[config.mk]
export PLATFORM = sky130hd
export DESIGN_NAME = bs_unstuff
export DESIGN_NICKNAME = d
export VERILOG_FILES = /design/src/rtl/bs_unstuff.sv
export SDC_FILE = /design/constraint.sdc
export NUM_CORES = 1
export LEC_CHECK = 0
export BUFFER_PORTS_ARGS = -buffer_cell sky130_fd_sc_hd__buf_2
export CAP_MARGIN = 0
export CORE_ASPECT_RATIO = 0.8
export CORE_MARGIN = 2
export CORE_UTILIZATION = 45
export DETAILED_ROUTE_END_ITERATION = 8
export PLACE_DENSITY = 0.8
export SLEW_MARGIN = 25
export SYNTH_ARGS = -nofsm -noshare
export SYNTH_HDL_FRONTEND = slang
export SYNTH_SLANG_ARGS = --single-unit
[constraint.sdc]
create_clock -name clock -period 1.7 [get_ports clock]
set_clock_uncertainty 0.15 [all_clocks]
set_input_delay 0.34 -clock clock [delete_from_list [all_inputs] [get_ports clock]]
set_output_delay 0.34 -clock clock [all_outputs]
set_load 0.1 [all_outputs]
[src/rtl/bs_unstuff.sv]
// Receive-side USB bit unstuffer: drops the 0 inserted after every RUN_LEN ones,
// reports stuffing violations and packet ends, and counts removed bits.
module bs_unstuff #(
  parameter int RUN_LEN     = 6,
  parameter int IGNORE_BITS = 7
) (
  input  logic       clock,
  input  logic       reset,
  input  logic       in_valid,
  input  logic       in_bit,
  output logic       out_valid,
  output logic       out_bit,
  output logic       stuff_err,
  output logic       pkt_end,
  output logic [7:0] stuff_cnt
);

  localparam int OW = $clog2(RUN_LEN + 1);
  localparam int BW = (IGNORE_BITS < 1) ? 1 : $clog2(IGNORE_BITS + 1);
  localparam logic [OW-1:0] RUN_LAST = OW'(RUN_LEN);
  localparam logic [BW-1:0] IGN_LAST = BW'(IGNORE_BITS);

  typedef enum logic [2:0] {
    IDLE   = 3'd0,
    IGNORE = 3'd1,
    COUNT  = 3'd2,
    DROP   = 3'd3,
    ERROR  = 3'd4
  } state_t;

  state_t        state;
  logic [BW-1:0] bit_cnt;
  logic [OW-1:0] ones_cnt;

  function automatic logic [7:0] sat_inc8(input logic [7:0] v);
    return (v == 8'hFF) ? v : v + 8'd1;
  endfunction

  always_ff @(posedge clock) begin
    if (reset) begin
      state     <= IDLE;
      bit_cnt   <= '0;
      ones_cnt  <= '0;
      out_valid <= 1'b0;
      out_bit   <= 1'b0;
      stuff_err <= 1'b0;
      pkt_end   <= 1'b0;
      stuff_cnt <= 8'd0;
    end else begin
      out_valid <= 1'b0;
      out_bit   <= in_valid & in_bit;
      stuff_err <= 1'b0;
      pkt_end   <= 1'b0;

      if (!in_valid) begin
        // Falling edge of in_valid closes any open packet.
        if (state != IDLE) begin
          pkt_end   <= 1'b1;
          stuff_err <= (state == DROP);
          state     <= IDLE;
        end
      end else begin
        case (state)
          IDLE: begin
            out_valid <= 1'b1;
            stuff_cnt <= 8'd0;
            bit_cnt   <= BW'(1);
            ones_cnt  <= '0;
            if (IGNORE_BITS == 0) begin
              ones_cnt <= in_bit ? OW'(1) : '0;
              state    <= (in_bit && RUN_LEN == 1) ? DROP : COUNT;
            end else if (IGNORE_BITS == 1) begin
              state <= COUNT;
            end else begin
              state <= IGNORE;
            end
          end

          IGNORE: begin
            out_valid <= 1'b1;
            bit_cnt   <= bit_cnt + BW'(1);
            if (bit_cnt + BW'(1) == IGN_LAST) state <= COUNT;
          end

          COUNT: begin
            out_valid <= 1'b1;
            if (in_bit) begin
              ones_cnt <= ones_cnt + OW'(1);
              if (ones_cnt + OW'(1) == RUN_LAST) state <= DROP;
            end else begin
              ones_cnt <= '0;
            end
          end

          DROP: begin
            if (!in_bit) begin
              stuff_cnt <= sat_inc8(stuff_cnt);
              ones_cnt  <= '0;
              state     <= COUNT;
            end else begin
              stuff_err <= 1'b1;
              state     <= ERROR;
            end
          end

          ERROR: ;

          default: state <= IDLE;
        endcase
      end
    end
  end

endmodule

After elaboration in Yosys (flattened, before gate mapping)
Cells that the tools add are included.
Word-level totals
  register bits: 21
  output and inout bits: 12
Operators by class
  $add $sub $neg: 3
  muxes and demuxes: 20
  eq/ne operators: 13
  bitwise gates (word level): 2
  reductions and logical operators: 13
Operator list (count)
  3-bit 2-to-1 mux: 8
  8-bit 2-to-1 mux: 2
  8-bit case mux with 2 select lines: 1
  3-bit case mux with 5 select lines: 1
  3-bit equality test (second input constant): 3
  3-bit inequality test (second input constant): 3
  3-bit case mux with 3 select lines: 1
  8-bit by 1-bit adder with 8-bit output (second input constant): 1
  8-bit equality test (second input constant): 1
  3-bit by 1-bit adder with 3-bit output (second input constant): 2
  3-bit by 2-bit equality test with 1-bit output (second input constant): 2
  1-bit 2-to-1 mux: 6
  2-bit inequality test (second input constant): 3
  3-bit case mux with 2 select lines: 1
  2-bit nonzero test: 3
  3-bit nonzero test: 2
  5-bit AND reduction: 1
  4-bit AND reduction: 1
  2-bit OR reduction: 2
  3-bit by 1-bit equality test with 1-bit output (second input constant): 1
  3-bit zero test: 1
  3-bit AND reduction: 1
  3-bit OR reduction: 1
  2-bit AND reduction: 1
  2 further kinds: 2

Depth between registers and ports, before layout
Gate-level depths: netlist of the first run.
  depth after elaboration: 6
  mapped depth: 6
  gate-level depth less buffers: 5

Worst setup path after synthesis of the first run
Ideal clock, no wire load.
  path kind: register -> register
  start point: register stuff_cnt[0]
  end point: register stuff_cnt[6]
  required time: 1.476 ns
  stages on the path, launching flop included: 7
  setup time: 0.074 ns
  clock period less this slack: 2.498 ns
  slack: -0.798 ns
  arrival: 2.274 ns
  cell sequence: dfxtp_1 > ha_1 > and3_1 > buf_4 > nand3_2 > or4_4 > o211ai_2
Between the ends
  cells in the longest elaborated chain, start to end: 4
  elaborated cells between the ends (all ways): 7
  classes of those cells: 1 x add/sub; 2 x eq/ne; 3 x mux; 1 x reduce/logical
RTL lines
  from (decl): RTL line 15  | output logic [7:0] stuff_cnt
  from (signal assigned): RTL line 97  | stuff_cnt <= sat_inc8(stuff_cnt);
  8-bit by 1-bit adder with 8-bit output: RTL line 36  | return (v == 8'hFF) ? v : v + 8'd1;
  8-bit 2-to-1 mux: RTL line 36
  8-bit 2-to-1 mux: RTL line 96  | if (!in_bit) begin
  8-bit case mux with 2 select lines: RTL line 63  | case (state)
Several ways; a longest one is shown, not always the timed one. The select of a mux whose other input is x is not followed.
A chain may end at the register's enable or synchronous reset.

Worst setup path after layout of the first run
  start point: register stuff_cnt[4]
  end point: output stuff_cnt[4]
No word-level cell between the ends.

==> impl_metrics.env, run 1 <==
export IMPL_timing_rr_start="stuff_cnt[0]"
export IMPL_ys_types=44
export IMPL_ctsHoldBuffers=0
export IMPL_status="finished clean"
export IMPL_worstPathRequired_ns=1.21
export IMPL_syn_avg_cell_area_um2=9.26
export IMPL_place_ws_ns=0.0767
export IMPL_dp_hpwl_mm=1.71
export IMPL_vias_per_cell=5.65
export IMPL_cts_resized=0
export IMPL_min_period_over_period=0.959
export IMPL_slowest_stage="buf_2"
export IMPL_path_class="reg -> out"
export IMPL_grt_pass1_vias=963
export IMPL_cp_num_buf_inv=1
export IMPL_core_area_um2=2400
export IMPL_synth_nets=129
export IMPL_utilization=0.547
export IMPL_synth_flop_cell="dfxtp_1"
export IMPL_cts_setup_buffers=0
export IMPL_worstPathArrival_ns=1.14
export IMPL_cts_buffers=3
export IMPL_cp_max_fo=7
export IMPL_maxCapViolCount=0
export IMPL_seq_area_frac_synth=0.378
export IMPL_routed_wl_mm=2.30
export IMPL_h_tree_depth=1
export IMPL_num_rows=16
export IMPL_powerDensity_nw_per_um2=664
export IMPL_tritoncts="built"
export IMPL_setup_viol=0
export IMPL_die_w_um=59.6
export IMPL_start_util=0.463
export IMPL_die_area_um2=2890
export IMPL_crit_family="buffers and inverters"
export IMPL_clockRootBuffer="clkbuf_4"
export IMPL_cts_sinks=21
export IMPL_wire_per_inst_um=13.7
export IMPL_insertion_delay_ns=0.30
export IMPL_route_vias_total=950
export IMPL_grt_max_degree=16
export IMPL_syn_area_um2=1110
export IMPL_ant_nets=0
export IMPL_worst_slack_ns=0.0702
export IMPL_grt_setup_unrepaired="false"
export IMPL_async_flop_share=0
export IMPL_final_nets=151
export IMPL_cp_end_kind="primary output"
export IMPL_grt_ovfl_total=0
export IMPL_start_kind="flop"
export IMPL_drtIter0Drc=47
export IMPL_cpPeakStageDelay_ns=0.43
export IMPL_hold_viol_final=0
export IMPL_grt_first_pass_wirelength_mm=4.08
export IMPL_drc=0
export IMPL_syn_to_final_growth_pct=18.2
export IMPL_period_minus_slack_ns=1.63
export IMPL_path_cells="buf_2"
export IMPL_dpl_cell_area_um2=1280
export IMPL_leakage_uw=0.000524
export IMPL_drive_gt1_frac=0.333
export IMPL_grt_usage=0.181
export IMPL_antenna_found_initial=0
export IMPL_final_cell_mix="buf_2 (15), dfxtp_1 (11), a21oi_1 (10)"
export IMPL_synth_edf_count=0
export IMPL_worstHoldPathType="in -> reg"
export IMPL_die_h_um=48.4
export IMPL_cts_buffer_depth=2
export IMPL_diodes=0
export IMPL_place_gp_congestion=0.871
export IMPL_max_slew_margin=0.676
export IMPL_max_vdd_ir_drop_uv=211
export IMPL_hp_start="in_bit"
export IMPL_slew_viol_final=0
export IMPL_final_common_cell="buf_2"
export IMPL_io_pins=16
export IMPL_syn_instance_count=120
export IMPL_tightestPinTransition_ns=0.489
export IMPL_crit_path_start="stuff_cnt[4]"
export IMPL_dr_pass1_iters=4
export IMPL_port_buffers=15
export IMPL_yosys_warnings=0
export IMPL_clk_pin_slew_ns=0.12
export IMPL_fmax_ghz=0.614
export IMPL_ys_ff_latch=21
export IMPL_fin_area_um2=1310
## registers in the layout, summed over array words and instances (netlist names)
register / cells
out_valid: 1
bit_cnt: 3
stuff_err: 1
state: 3
out_bit: 1
ones_cnt: 3
stuff_cnt: 8
pkt_end: 1
## layer usage
metal,vias to the layer above,part of all wire,GRT usage
met5,-,0,0
met4,0,0.0057,0.0741
met3,2,0.031,0.0321
met2,18,0.48,0.284
met1,445,0.48,0.243
li1,485,-,-
## metrics by stage
step	power (µW)	hold slack [ns]	std cells	setup TNS, ns
final	872	0.204	168	0
after global routing	915	0.215	168	0
after CTS	878	0.196	168	0
after detailed placement	637	0.297	164	0
after global placement	634	0.279	164	0
after floorplan	608	0.266	120	-0.315
## cells in the mapped netlist (3+ instances only)
cell type	n	area share
a21oi_1	10	0.045
a31oi_1	5	0.028
nand3_1	3	0.014
a211oi_1	3	0.020
nor2_1	9	0.030
dfxtp_1	21	0.38
inv_1	7	0.024
nor3_1	5	0.023
nand2b_1	4	0.023
ha_1	5	0.056
nand2_1	4	0.014
buf_4	4	0.027
## logic make-up after synthesis
group           Yosys count  synth area share
simple gates             41             0.236
mux                       3            0.0282
buf+inv                  12            0.0541
flops                    21             0.378
xor+xnor                  2            0.0158
compound gates           36             0.231
fa+ha+maj                 5            0.0563
## path summary, 6_finish.rpt
check	depth (start not counted)	to	slack, ns
setup / recovery	1	stuff_cnt[4]	0.07
hold / removal	3	out_bit	0.20
setup reg to reg	5	stuff_cnt[7]	0.10
hold reg to reg	1	stuff_cnt[7]	0.31
## area by class of cell
class                      instances  area (µm²)
multi-input combinational         87         648
inverter                           7        26.3
clock buffer                       3        22.5
sequential                        21         450
timing repair buffer              22         128
clock inverter                     1        5.00
fill                             216        1090
tap                               27        33.8
## where the power goes
part	total [µW]	switching, µW	internal [µW]	leakage, µW
Combinational	123	85.6	37.6	0.000329
Sequential	504	11.4	492	0.000177
Clock	245	157	87.7	0.0000177
Note: power is estimated with default switching activity, not from simulation.
==> inputs of run 2 (changes only) <==
CORE_UTILIZATION = 49   (was 45)
PLACE_DENSITY = 0.85   (was 0.8)
==> impl_metrics.env, run 2 (synthesized netlist as in run 1, its figures left out) <==
export IMPL_reg2reg_slack_ns=0.10
export IMPL_tritoncts="built"
export IMPL_clk_pin_slew_ns=0.12
export IMPL_worstPathRequired_ns=1.21
export IMPL_status="finished clean"
export IMPL_internal_power_uw=618
export IMPL_grt_pass1_vias=858
export IMPL_switching_power_uw=249
export IMPL_period_minus_slack_ns=1.64
export IMPL_seqPwrFrac=0.581
export IMPL_cts_sinks=21
export IMPL_max_slew_margin=0.679
export IMPL_core_area_um2=2160
export IMPL_regMostFlops="stuff_cnt"
export IMPL_max_vdd_ir_drop_uv=581
export IMPL_num_rows=15
export IMPL_maxCapViolCount=0
export IMPL_cp_num_cells=1
export IMPL_dp_hpwl_mm=1.68
export IMPL_clockRootBuffer="clkbuf_4"
export IMPL_cp_end_kind="primary output"
export IMPL_final_cell_mix="buf_2 (15), dfxtp_1 (11), a21oi_1 (10)"
export IMPL_crit_family="buffers and inverters"
export IMPL_grt_max_degree=16
export IMPL_place_gp_congestion=0.863
export IMPL_antenna_found_initial=0
export IMPL_worstHoldPathType="in -> reg"
export IMPL_dr_pass1_iters=4
export IMPL_drive_gt1_frac=0.333
export IMPL_grt_first_pass_wirelength_mm=3.75
export IMPL_setup_viol=0
export IMPL_min_period_over_period=0.962
export IMPL_grt_ovfl_total=0
export IMPL_vias_per_cell=5.84
export IMPL_path_class="reg -> out"
export IMPL_route_vias_total=969
export IMPL_drc=0
export IMPL_slowest_stage="buf_2"
export IMPL_ctsHoldBuffers=0
export IMPL_h_tree_depth=1
export IMPL_grt_setup_unrepaired="false"
export IMPL_largest_register_ff_count=8
export IMPL_die_w_um=57.2
export IMPL_cts_buffers=3
export IMPL_tightestPinTransition_ns=0.485
export IMPL_final_common_cell="buf_2"
export IMPL_ant_nets=0
export IMPL_cp_num_buf_inv=1
export IMPL_port_buffers=15
export IMPL_die_area_um2=2670
export IMPL_grt_usage=0.189
export IMPL_path_cells="buf_2"
export IMPL_fmax_ghz=0.612
export IMPL_cpPeakStageDelay_ns=0.43
export IMPL_powerDensity_nw_per_um2=662
export IMPL_worstPathArrival_ns=1.15
export IMPL_wire_per_inst_um=13.7
export IMPL_start_util=0.515
export IMPL_routed_wl_mm=2.27
export IMPL_cts_buffer_depth=2
export IMPL_start_kind="flop"
export IMPL_io_pins=16
export IMPL_timing_rr_start="stuff_cnt[1]"
export IMPL_leakage_uw=0.000523
export IMPL_cp_max_fo=7
export IMPL_final_nets=151
export IMPL_cts_resized=0
export IMPL_comb_power_share=0.144
export IMPL_hold_viol_final=0
export IMPL_die_h_um=46.6
export IMPL_switching_share=0.287
export IMPL_r2r_end="stuff_cnt[7]"
export IMPL_insertion_delay_ns=0.31
export IMPL_clockPowerShare=0.275
export IMPL_ff2ff_path_depth=5
export IMPL_slew_viol_final=0
export IMPL_cts_setup_buffers=0
export IMPL_syn_to_final_growth_pct=18.0
export IMPL_fin_setup_tns_ns=0
export IMPL_whs_ns=0.174
export IMPL_diodes=0
export IMPL_crit_path_start="stuff_cnt[4]"
export IMPL_crit_end="stuff_cnt[4]"
export IMPL_drtIter0Drc=24
## run 2: cell counts in the layout (fill, tap and decap cells not counted)
Identical to the previous run, type by type.
## run 2: how the worst min path moves through the flow
stage	startpoint	endpoint	slack (ns)	depth (start not counted)
6_report	in_valid	pkt_end	0.17	2
5_1_grt	in_valid	pkt_end	0.19	2
4_1_cts	in_valid	pkt_end	0.17	2
3_5_place_dp	stuff_cnt[7]	stuff_cnt[7]	0.30	1
3_3_place_gp	stuff_cnt[7]	stuff_cnt[7]	0.28	1
2_1_floorplan	reset	state[2]	0.27	1
## run 2: layout make-up
cell class              count  area, µm²
clock buffers               3       22.5
clock inverters             1       5.00
fillers                   186        847
inverters                   7       26.3
multi-input cells          87        648
flip-flops and latches     21        450
well taps                  25       31.3
repair buffers             22        128
## run 2: power groups by stage
| stage | Sequential [µW] | Combinational (µW) | Clock (µW) |
|---|---|---|---|
| after floorplan | 550 | 58.2 | 0 |
| after global placement | 513 | 120 | 0 |
| after detailed placement | 514 | 124 | 0 |
| after CTS | 503 | 124 | 244 |
| after global routing | 506 | 133 | 252 |
| final | 504 | 125 | 239 |
## run 2: routing by layer
layer | GRT usage | vias to the layer above | wire length [µm]
met1 | 0.232 | 453 | 1080
li1 | - | 488 | -
met3 | 0.0534 | 4 | 99
met2 | 0.308 | 24 | 1050
met4 | 0.102 | 0 | 42
met5 | 0 | - | 0
## run 2: stage by stage
step	setup WS, ns	instances	instance area [µm²]	total power [µW]	util
6_report	0.0648	166	1310	867	0.608
5_1_grt	0.0317	166	1310	891	0.608
4_1_cts	0.0662	166	1310	871	0.606
3_5_place_dp	0.0454	162	1280	638	0.594
3_3_place_gp	0.110	162	1280	634	0.594
2_1_floorplan	-0.0889	120	1160	608	-
